$ cat src/rtl/ctl_word_sequencer.sv
// JTAG control-word FIFO plus executor driving a valid/ready local-bus write port.
// Optional CTL_SEQ_TIMEOUT_EN adds a WAIT stall timeout and sticky timeout flag.
module ctl_word_sequencer #(
  parameter int AW    = 16,
  parameter int DEPTH = 4,
  parameter int TMO   = 1024
) (
  input  logic                     usbclk,
  input  logic                     rst,
  input  logic [39:0]              control_bus,
  input  logic                     control_strobe,
  output logic [AW-1:0]            lb_addr,
  output logic [31:0]              lb_data,
  output logic                     lb_write,
  input  logic                     lb_ready,
  output logic                     overflow,
  output logic                     busy,
`ifdef CTL_SEQ_TIMEOUT_EN
  output logic                     timeout,
`endif
  output logic [$clog2(DEPTH):0]   level
);

  localparam int PW = $clog2(DEPTH);
  localparam int LW = PW + 1;

  if (AW < 8 || AW > 24 || DEPTH < 2 || DEPTH > 16 ||
      (DEPTH & (DEPTH - 1)) != 0 || TMO < 1) begin : g_bad_cfg
    $error("ctl_word_sequencer: unsupported parameter set");
  end

  typedef enum logic [1:0] {
    S_IDLE,
    S_LOAD,
    S_WAIT
  } state_t;

  localparam logic [1:0] OP_WRITE  = 2'b00;
  localparam logic [1:0] OP_SETPTR = 2'b01;
  localparam logic [1:0] OP_BURST  = 2'b10;
  localparam logic [1:0] OP_CLEAR  = 2'b11;

  logic [39:0]   mem_q [DEPTH];
  logic [PW-1:0] wr_q;
  logic [PW-1:0] rd_q;
  logic [LW-1:0] level_q;
  state_t        state_q;
  logic [39:0]   cmd_q;
  logic [AW-1:0] ptr_q;
  logic [AW-1:0] addr_q;
  logic [31:0]   data_q;
  logic          write_q;
  logic          ovf_q;

`ifdef CTL_SEQ_TIMEOUT_EN
  localparam int CW = $clog2(TMO + 1);
  logic [CW-1:0] tcnt_q;
  logic          tmo_q;
`endif

  logic       full;
  logic       empty;
  logic       push;
  logic       pop;
  logic [1:0] op;

  assign full  = (level_q == LW'(DEPTH));
  assign empty = (level_q == '0);
  assign push  = control_strobe & ~full;
  assign pop   = (state_q == S_IDLE) & ~empty;
  assign op    = cmd_q[39:38];

  always_ff @(posedge usbclk) begin
    if (rst) begin
      wr_q    <= '0;
      rd_q    <= '0;
      level_q <= '0;
      state_q <= S_IDLE;
      cmd_q   <= '0;
      ptr_q   <= '0;
      addr_q  <= '0;
      data_q  <= '0;
      write_q <= 1'b0;
      ovf_q   <= 1'b0;
`ifdef CTL_SEQ_TIMEOUT_EN
      tcnt_q  <= '0;
      tmo_q   <= 1'b0;
`endif
    end else begin
      if (push) begin
        mem_q[wr_q] <= control_bus;
        wr_q        <= wr_q + 1'b1;
      end
      if (pop) begin
        rd_q <= rd_q + 1'b1;
      end
      level_q <= level_q + LW'(push) - LW'(pop);

      unique case (state_q)
        S_IDLE: begin
          if (pop) begin
            cmd_q   <= mem_q[rd_q];
            state_q <= S_LOAD;
          end
        end
        S_LOAD: begin
          unique case (op)
            OP_SETPTR: begin
              ptr_q   <= cmd_q[AW-1:0];
              state_q <= S_IDLE;
            end
            OP_CLEAR: begin
              ptr_q   <= '0;
              ovf_q   <= 1'b0;
`ifdef CTL_SEQ_TIMEOUT_EN
              tmo_q   <= 1'b0;
`endif
              state_q <= S_IDLE;
            end
            OP_WRITE: begin
              addr_q  <= {{(AW-6){1'b0}}, cmd_q[37:32]};
              data_q  <= cmd_q[31:0];
              write_q <= 1'b1;
              state_q <= S_WAIT;
`ifdef CTL_SEQ_TIMEOUT_EN
              tcnt_q  <= '0;
`endif
            end
            default: begin
              addr_q  <= ptr_q;
              data_q  <= cmd_q[31:0];
              write_q <= 1'b1;
              state_q <= S_WAIT;
`ifdef CTL_SEQ_TIMEOUT_EN
              tcnt_q  <= '0;
`endif
            end
          endcase
        end
        S_WAIT: begin
          if (lb_ready) begin
            write_q <= 1'b0;
            state_q <= S_IDLE;
            if (op == OP_BURST) begin
              ptr_q <= ptr_q + 1'b1;
            end
`ifdef CTL_SEQ_TIMEOUT_EN
          end else if (tcnt_q == CW'(TMO - 1)) begin
            // stalled sink: drop the command, pointer stays put
            write_q <= 1'b0;
            tmo_q   <= 1'b1;
            state_q <= S_IDLE;
          end else begin
            tcnt_q <= tcnt_q + 1'b1;
`endif
          end
        end
        default: state_q <= S_IDLE;
      endcase

      // a dropped word wins over a same-cycle CLEAR
      if (control_strobe && full) begin
        ovf_q <= 1'b1;
      end
    end
  end

  assign lb_addr  = addr_q;
  assign lb_data  = data_q;
  assign lb_write = write_q;
  assign overflow = ovf_q;
  assign level    = level_q;
  assign busy     = ~empty | (state_q != S_IDLE);
`ifdef CTL_SEQ_TIMEOUT_EN
  assign timeout  = tmo_q;
`endif

endmodule

$ cat config.mk
export PLATFORM = sky130hd
export DESIGN_NAME = ctl_word_sequencer
export DESIGN_NICKNAME = d
export VERILOG_FILES = /design/src/rtl/ctl_word_sequencer.sv
export SDC_FILE = /design/constraint.sdc
export NUM_CORES = 1
export LEC_CHECK = 0
export BUFFER_PORTS_ARGS = -buffer_cell sky130_fd_sc_hd__clkbuf_2
export CELL_PAD_IN_SITES_DETAIL_PLACEMENT = 1
export CELL_PAD_IN_SITES_GLOBAL_PLACEMENT = 2
export CORE_MARGIN = 8
export CORE_UTILIZATION = 37
export DETAILED_ROUTE_END_ITERATION = 8
export PLACE_DENSITY_LB_ADDON = 0.1
export SKIP_LAST_GASP = 1
export SLEW_MARGIN = 20
export SYNTH_ARGS = -nofsm -noshare
export SYNTH_HDL_FRONTEND = slang
export SYNTH_SLANG_ARGS = --single-unit
$ cat constraint.sdc
create_clock -name usbclk -period 2.15 [get_ports usbclk]
set_input_delay 0.1075 -clock usbclk [delete_from_list [all_inputs] [get_ports usbclk]]
set_output_delay 0.1075 -clock usbclk [all_outputs]
set_load 0.1 [all_outputs]
# Yosys cells after proc, flatten, opt, wreduce, memory -nomap -nowiden
# Memories as Yosys holds them, arrays and structs flattened. A register that Yosys moved wholly into a read port is not among the register bits.
# Cells that the tools add are included.
[totals]
ram_bits = 160
inputBits = 44
reg_bits = 75
n_memories = 1
[classes]
n_bitwise = 6
n_addsub = 5
reduce_logical = 15
n_eq_ne = 11
mux = 18
[mem_list]
columns = ["memory", "words", "width", "read_ports", "rd_clocked_by_memory_dff", "write_ports", "line", "source"]
rows = [
  ["mem_q", 4, 40, 1, 1, 1, "43", "logic [39:0] mem_q [DEPTH];"],
]
[ops]
columns = ["cell", "n"]
rows = [
  ["$pmux W16 S2", 3],
  ["$mux W16", 2],
  ["$add A16 B1 Y16 const B", 1],
  ["$mux W1", 8],
  ["$ne A2 B2 Y1 const B", 4],
  ["$reduce_and A2 Y1", 4],
  ["$reduce_bool A2 Y1", 4],
  ["$eq A2 B2 Y1 const B", 3],
  ["$mux W2", 3],
  ["$pmux W2 S3", 1],
  ["$add A2 B1 Y2 const B", 2],
  ["$eq A2 B1 Y1 const B", 2],
  ["$logic_not A2 Y1", 2],
  ["$reduce_and A4 Y1", 1],
  ["$add A3 B1 Y3", 1],
  ["$eq A3 B3 Y1 const B", 1],
  ["$logic_not A3 Y1", 1],
  ["$ne A3 B3 Y1 const B", 1],
  ["$not A1 Y1", 3],
  ["$reduce_and A3 Y1", 1],
  ["$sub A3 B1 Y3", 1],
  ["$and A1 B1 Y1", 2],
  ["$pmux W1 S2", 1],
  ["$reduce_or A2 Y1", 1],
  ["other kinds (2)", 2],
]

# Depth between registers and ports, before layout
# Gate-level depths: netlist (run 1).
[logic_depth]
word_depth = 6
ltp_mapped = 9
depth_no_buf = 8

# Worst setup path after synthesis (run 1)
# Ideal clock, no wire load.
[synth_path]
path_kind = "register to register"
startpoint = "register level_q[0], in the netlist level[0]"
endpoint = "register level_q[2], in the netlist level[2]"
t_arrival_ns = 2.964
stages_incl_launch_ff = 10
setup_slack_ns = -0.942
period_less_slack_ns = 3.092
required_ns = 2.022
path_buffers = 1
cell_sequence = "dfxtp_1 > nor3_1 > nor3_1 > clkbuf_1 > xnor2_1 > ha_1 > fa_1 > xnor2_1 > xnor2_1 > nor2_1"
[synth_via]
elab_chain_cells = 5
elab_cells_between_ends = 8
cone_classes = "add/sub (2); eq/ne (1); bitwise (4); reduce/logical (1)"
[synth_rtl]
columns = ["element", "line", "source"]
rows = [
  ["start, declared", "46", "logic [LW-1:0] level_q;"],
  ["start signal, assigned", "97", "level_q <= level_q + LW'(push) - LW'(pop);"],
  ["$eq A3 B3 Y1", "67", "assign full = (level_q == LW'(DEPTH));"],
  ["$not A1 Y1", "69", "assign push = control_strobe & ~full;"],
  ["$and A1 B1 Y1", "69", ""],
  ["$add A3 B1 Y3", "97", ""],
  ["$sub A3 B1 Y3 *", "97", ""],
]
# Mark *: on every way between the ends. The rest lies on a longest branch, timed or not.
# A chain may end at the register's enable or synchronous reset.

# Final worst setup path (run 1)
# Same ends and word-level chain as after synthesis.

==> impl_metrics.tcl, run 1 <==
set metrics [dict create \
    insertion_delay_ns 0.56 \
    core.rowCount 61 \
    relSlewSlack_pct 62.8 \
    dr_total_vias 6820 \
    diodes 0 \
    ys.warnings.count 0 \
    max_stage_delay_ns 0.37 \
    clockBufferDepth 3 \
    cp_common_cell "xnor2_1" \
    post_dp_cell_area_um2 11500 \
    p_total_w 0.0166 \
    min_to "mem_q[1][14]" \
    path_buf_inv 0 \
    synth_fp_nets 844 \
    fin_ws_ns 0.135 \
    drv_cap 0 \
    power.switching_w 0.00578 \
    post-route-min-period_ns 2.02 \
    critical_path_class "register to register" \
    hold_viol_final 0 \
    hold-path-cell-count 2 \
    layout_common_cells "nand2_1, edfxtp_1, dfxtp_1, a21oi_1, clkbuf_2" \
    yosys_register_bits 275 \
    status "complete, no violations" \
    crit_chain "nor2_1, a21bo_2, xnor2_1, ha_1, fa_2, xnor2_1, xnor2_1, nor2_1" \
    avgSynthCellArea_um2 13.1 \
    clkTransAtPathRegs_ns 0.06 \
    maxSlewViolCount 0 \
    setup_viol 0 \
    worstPathMaxFanout 5 \
    drt_iter0_drc 353 \
    grt_max_degree 107 \
    crit_slowest_cell "dfxtp_4" \
    r2r_end "level[2]" \
    gp_congestion 0.810 \
    syn_inst 793 \
    ys_types 51 \
    vias_per_cell 5.09 \
    ant_nets 0 \
    cellPowerDensity_nw_per_um2 1280 \
    required_ns 2.58 \
    vdd.ir_drop.worst_mv 0.602 \
    max_freq_mhz 496 \
    grt.total_usage_pct 16.0 \
    io_pins 98 \
    finalCritPeriodShare_pct 93.7 \
    fill_cells 2864 \
    nNetsFinal 989 \
    die_w_um 184 \
    leakagePower_nw 4.41 \
    port_buffers 97 \
    fin_skew_ns 0.00793 \
    switching_share_pct 34.9 \
    cts_tree "done" \
    die-area_um2 33800 \
    timing.rr.start "level[0]" \
    die_h_um 184 \
    dp_hpwl_um 17100 \
    h-tree-depth 1 \
    pwr-share-clk_pct 30.5 \
    comb_power_share_pct 28.1 \
    cts_made_buffers 31 \
    worst-r2r-cell-count 8 \
    coreArea_um2 27800 \
    wl_per_cell_um 20.1 \
    drive_gt1_share_pct 22.7 \
    floorplan.initialDensity_pct 37.5 \
    start_kind "register" \
    mappedNetlistArea_um2 10400 \
    remaining_drc_errors 0 \
    end_kind "register" \
    place_worst_setup_slack_ns 0.0890 \
    seq_area_frac_synth_pct 68.2 \
    crit_arrival_ns 2.44 \
    root_buffer "clkbuf_16" \
    worst_pin_slew_ns 0.560 \
    rrSetupSlack_ns 0.13 \
    stdcell_count 1341 \
    rsz0062_at_grt "no" \
    p_int_w 0.0108 \
    synth_ff_type "edfxtp_1" \
    syn_to_final_growth_pct 23.8 \
    synth_edf_count 160 \
    hold_start "control_bus[14]" \
    hold_class "primary input to register" \
    dr.pass1.iters 4 \
    grt_pass1_vias 7332 \
    seqPwrFrac_pct 41.3 \
    cts.sinks 275 \
    postSynth.asyncResetShare_pct 0 \
    final_cell_area_um2 12900 \
    grt_overflow_total 0 \
    fin_setup_tns_ns 0 \
    routed_wl_um 26900 \
    antenna_found_initial 0 \
    numPlacedInstances 1240 \
    grt_pass1_wl_um 42800 \
    cpLargestDelayFamily "adder cells" \
    final_common_cell "nand2_1" \
]
[through the flow]
| stage | util, % | hold WS, ns |
|---|---|---|
| after floorplan | - | 0.206 |
| after global placement | 41.3 | 0.320 |
| after detailed placement | 41.3 | 0.336 |
| after CTS | 46.4 | 0.272 |
| after global routing | 46.4 | 0.296 |
| final | 46.4 | 0.305 |
[power groups by stage]
stage | Clock [W] | Combinational (W) | Sequential [W]
4_1_cts | 0.00522 | 0.00478 | 0.00686
3_5_place_dp | 0 | 0.00470 | 0.00696
3_3_place_gp | 0 | 0.00465 | 0.00693
2_1_floorplan | 0 | 0.00265 | 0.00750
5_1_grt | 0.00539 | 0.00509 | 0.00694
6_report | 0.00506 | 0.00466 | 0.00685
[cell families after synthesis]
logic type | after synthesis | synth area share, %
fa+ha+maj | 7 | 0.913
mux | 41 | 8.75
compound gates | 148 | 8.23
buf+inv | 61 | 2.70
flops | 275 | 68.2
simple gates | 255 | 10.7
xor+xnor | 6 | 0.505
[final cells by class]
cell class | count | area [um2] | share of cell area, %
flip-flops and latches | 275 | 7120 | 55.2
inverters | 10 | 37.5 | 0.291
well taps | 378 | 473 | 3.67
clock inverters | 10 | 87.6 | 0.679
repair buffers | 163 | 1220 | 9.43
clock buffers | 48 | 901 | 6.99
multi-input cells | 457 | 3060 | 23.7
[state kept, by name, summed over array words and instances, names as in the netlist]
signal	flops
level	3
overflow	1
cmd_q	40
lb_addr	16
ptr_q	16
lb_data	32
rd_q	2
lb_write	1
mem_q	160
state_q	2
wr_q	2
[what timing repair did]
| item | CTS | global route |
|---|---|---|
| hold buffers | 43 | 0 |
| endpoints found under the hold margin | 164 | 0 |
| endpoints found under the setup margin | 0 | 1 |
| gates resized for setup | 0 | 1 |
| buffers inserted | 0 | 0 |
[Yosys cell counts, types with 3 or more instances]
master	number	area, um2
a221oi_1	4	35.0
nand3_1	21	105
buf_6	3	33.8
nor3_1	10	50.1
o21ai_0	15	75.1
inv_1	9	33.8
dfxtp_1	115	2300
xnor2_1	5	43.8
a32o_1	6	60.1
nor4_1	3	18.8
clkbuf_1	34	128
or3_1	4	25.0
nor2_1	22	82.6
nand4_1	3	18.8
ha_1	6	75.1
buf_1	6	22.5
a21oi_1	100	500
nand2_1	170	638
nor2b_1	3	18.8
buf_2	5	25.0
o221ai_1	6	52.6
nand3b_1	3	22.5
and2_1	4	25.0
mux4_2	40	901
edfxtp_1	160	4800
[worst reg2reg max path, cell delays in order (launching register included)]
cell	delay, ns
dfxtp_4	0.37
nor2_1	0.18
a21bo_2	0.24
xnor2_1	0.10
ha_1	0.20
fa_2	0.34
xnor2_1	0.25
xnor2_1	0.16
nor2_1	0.05
[worst max path at each step]
stage	start	to	slack, ns	depth (start not counted)
final	level[0]	level[2]	0.13	8
after global placement	level[1]	level[2]	0.24	8
after global routing	level[0]	level[2]	0.04	8
after detailed placement	level[0]	level[2]	0.09	8
after CTS	level[0]	level[2]	0.07	8
after floorplan	level[2]	level[2]	-0.03	9
[per-layer routing]
metal	vias to the layer above	routed length, um	GRT usage (%)	part of all wire [%]
li1	3205	-	-	-
met1	3443	12400	21.8	46
met2	135	12900	26.4	48
met3	37	1180	2.77	4.4
met4	0	483	3.58	1.8
met5	-	0	0	0
No activity file was read; power rests on OpenSTA's default activity.
==> run 2: changes to the inputs <==
--- a/config.mk
+++ b/config.mk
@@ -5,12 +5,12 @@
 export SDC_FILE = /design/constraint.sdc
 export NUM_CORES = 1
 export LEC_CHECK = 0
-export BUFFER_PORTS_ARGS = -buffer_cell sky130_fd_sc_hd__clkbuf_2
 export CELL_PAD_IN_SITES_DETAIL_PLACEMENT = 1
 export CELL_PAD_IN_SITES_GLOBAL_PLACEMENT = 2
 export CORE_MARGIN = 8
-export CORE_UTILIZATION = 37
+export CORE_UTILIZATION = 39
 export DETAILED_ROUTE_END_ITERATION = 8
+export DONT_BUFFER_PORTS = 1
 export PLACE_DENSITY_LB_ADDON = 0.1
 export SKIP_LAST_GASP = 1
 export SLEW_MARGIN = 20
==> run 2 against run 1 <==
Critical endpoint unchanged. Largest cell class unchanged. Maximum frequency rose by 4.3%. Highest routed layer unchanged. Setup slack improved by 0.083 ns. Clock skew rose by 0.0053 ns. Global-route usage rose by 0.26 points. Sequential share of layout area rose by 0.40 points.
==> impl_metrics.tcl, run 2 (same netlist as run 1, synthesis figures left out) <==
set metrics [dict create \
    status "complete, no violations" \
    hold_buffers 44 \
    grt_max_degree 110 \
    cts_resized 0 \
    io_pins 98 \
    largest_reg_flops 160 \
    wl_per_cell_um 21.0 \
    coreArea_um2 26600 \
    required_ns 2.56 \
    cts_tree "done" \
    rsz0062_at_grt "no" \
    vias_per_cell 5.29 \
    critical_path_class "register to register" \
    path_buf_inv 1 \
    multi_input_area_um2 3060 \
    ant_nets 0 \
    core.rowCount 60 \
    regMostFlops "mem_q" \
    grt_pass1_wl_um 42200 \
    antenna_found_initial 1 \
    seqPwrFrac_pct 40.9 \
    dr_total_vias 6693 \
    cpLargestDelayFamily "simple AND/OR/NAND/NOR gates" \
    end_kind "register" \
    gp_congestion 0.808 \
    setup_viol 0 \
    cellPowerDensity_nw_per_um2 1300 \
    crit_slowest_cell "fa_2" \
    syn_to_final_growth_pct 22.9 \
    fill_cells 2696 \
    hold_class "primary input to register" \
    met2_usage_pct 27.0 \
    post_dp_cell_area_um2 11400 \
    h-tree-depth 1 \
    final_common_cell "nand2_1" \
    port_buffers 0 \
    drv_cap 0 \
    fin_util_pct 48.2 \
    comb_power_share_pct 28.6 \
    die_h_um 179 \
    crit_chain "nor2_1, a21bo_1, buf_4, nand2_1, fa_2, xnor2_1, xnor2_1, nor2_1" \
    relSlewSlack_pct 63.3 \
    cts.sinks 275 \
    grt.total_usage_pct 16.3 \
    vdd.ir_drop.worst_mv 0.685 \
    insertion_delay_ns 0.55 \
    finalCritPeriodShare_pct 89.9 \
    dp_hpwl_um 17400 \
    p_int_w 0.0109 \
    grt_pass1_vias 7099 \
    drt_iter0_drc 294 \
    start_kind "register" \
    use_met1_pct 21.7 \
    pwr-share-clk_pct 30.5 \
    nNetsFinal 950 \
    final_cell_area_um2 12800 \
    drive_gt1_share_pct 20.2 \
    worst_pin_slew_ns 0.550 \
    fin_skew_ns 0.0132 \
    max_stage_delay_ns 0.37 \
    layout_common_cells "nand2_1, edfxtp_1, dfxtp_1, a21oi_1, buf_4" \
    seq_area_um2 7120 \
    post-route-min-period_ns 1.93 \
    postCtsSetupRepairBufs 0 \
    dr.pass1.iters 5 \
    worstPathMaxFanout 4 \
    max_freq_mhz 518 \
    root_buffer "clkbuf_16" \
    switching_share_pct 34.4 \
    clockBufferDepth 3 \
    routed_wl_um 26600 \
    die-area_um2 32200 \
    power.switching_w 0.00572 \
    remaining_drc_errors 0 \
    hold_viol_final 0 \
    cts_made_buffers 29 \
    die_w_um 179 \
    use_met3_pct 3.10 \
    clkTransAtPathRegs_ns 0.07 \
    gr-max-usage-layer "met2" \
    crit_arrival_ns 2.34 \
    maxSlewViolCount 0 \
    floorplan.initialDensity_pct 39.2 \
    grt_overflow_total 0 \
    leakagePower_nw 4.31 \
]
==> run 2: changes by cell type in the layout (fill, tap and decap cells not counted), moves of 5 or more <==
cell / before / now
clkinv_2: 3 / 8
clkbuf_1: 12 / 6
buf_4: 14 / 74
clkbuf_2: 96 / 0
==> run 2: final cells by class <==
type / count / share of cell area [%]
Antenna cell: 2 / 0.0391
Clock buffer: 38 / 6.17
Clock inverter: 16 / 1.48
Inverter: 10 / 0.293
Multi-Input combinational cell: 457 / 23.9
Sequential cell: 275 / 55.6
Tap cell: 341 / 3.33
Timing Repair Buffer: 126 / 9.17
==> run 2: worst paths after layout <==
kind                                     start     endpoint  slack, ns  cells after the start
worst max register to register        level[0]     level[2]       0.22                      8
worst min-delay path            control_strobe      wr_q[0]       0.11                      4
worst min register to register       cmd_q[21]  lb_data[21]       0.45                      2
worst max-delay path                  level[0]     level[2]       0.22                      8
==> run 2: per-layer routing <==
metal	vias up	routed length (um)
met2	144	12900
met3	35	1240
li1	3132	-
met4	0	534
met1	3382	11900
met5	-	0
==> run 2: power by group through the flow <==
stage               clock network, W  registers [W]  logic (W)
CTS                          0.00522        0.00681    0.00486
finish                       0.00507        0.00681    0.00476
floorplan                          0        0.00750    0.00265
global route                 0.00539        0.00689    0.00518
detailed placement                 0        0.00692    0.00469
global placement                   0        0.00688    0.00462
==> run 2: worst min-delay path, delay by kind of cell <==
| kind | cells | cell delay [ns] |
|---|---|---|
| buffers and inverters | 1 | 0.17 |
| and+or+nand+nor | 1 | 0.07 |
| AOI/OAI and AO/OA | 1 | 0.20 |
| xor gates and xnor gates | 1 | 0.07 |
==> run 2: per-stage QoR <==
stage / setup TNS, ns / hold WS, ns / total power [W] / setup WS [ns] / cells
after floorplan: -0.0308 / 0.206 / 0.0101 / -0.0308 / 793
after global placement: 0 / 0.189 / 0.0115 / 0.277 / 1165
after detailed placement: 0 / 0.187 / 0.0116 / 0.236 / 1165
after CTS: 0 / 0.0879 / 0.0169 / 0.219 / 1263
after global routing: 0 / 0.128 / 0.0175 / 0.104 / 1264
final: 0 / 0.105 / 0.0166 / 0.218 / 1265
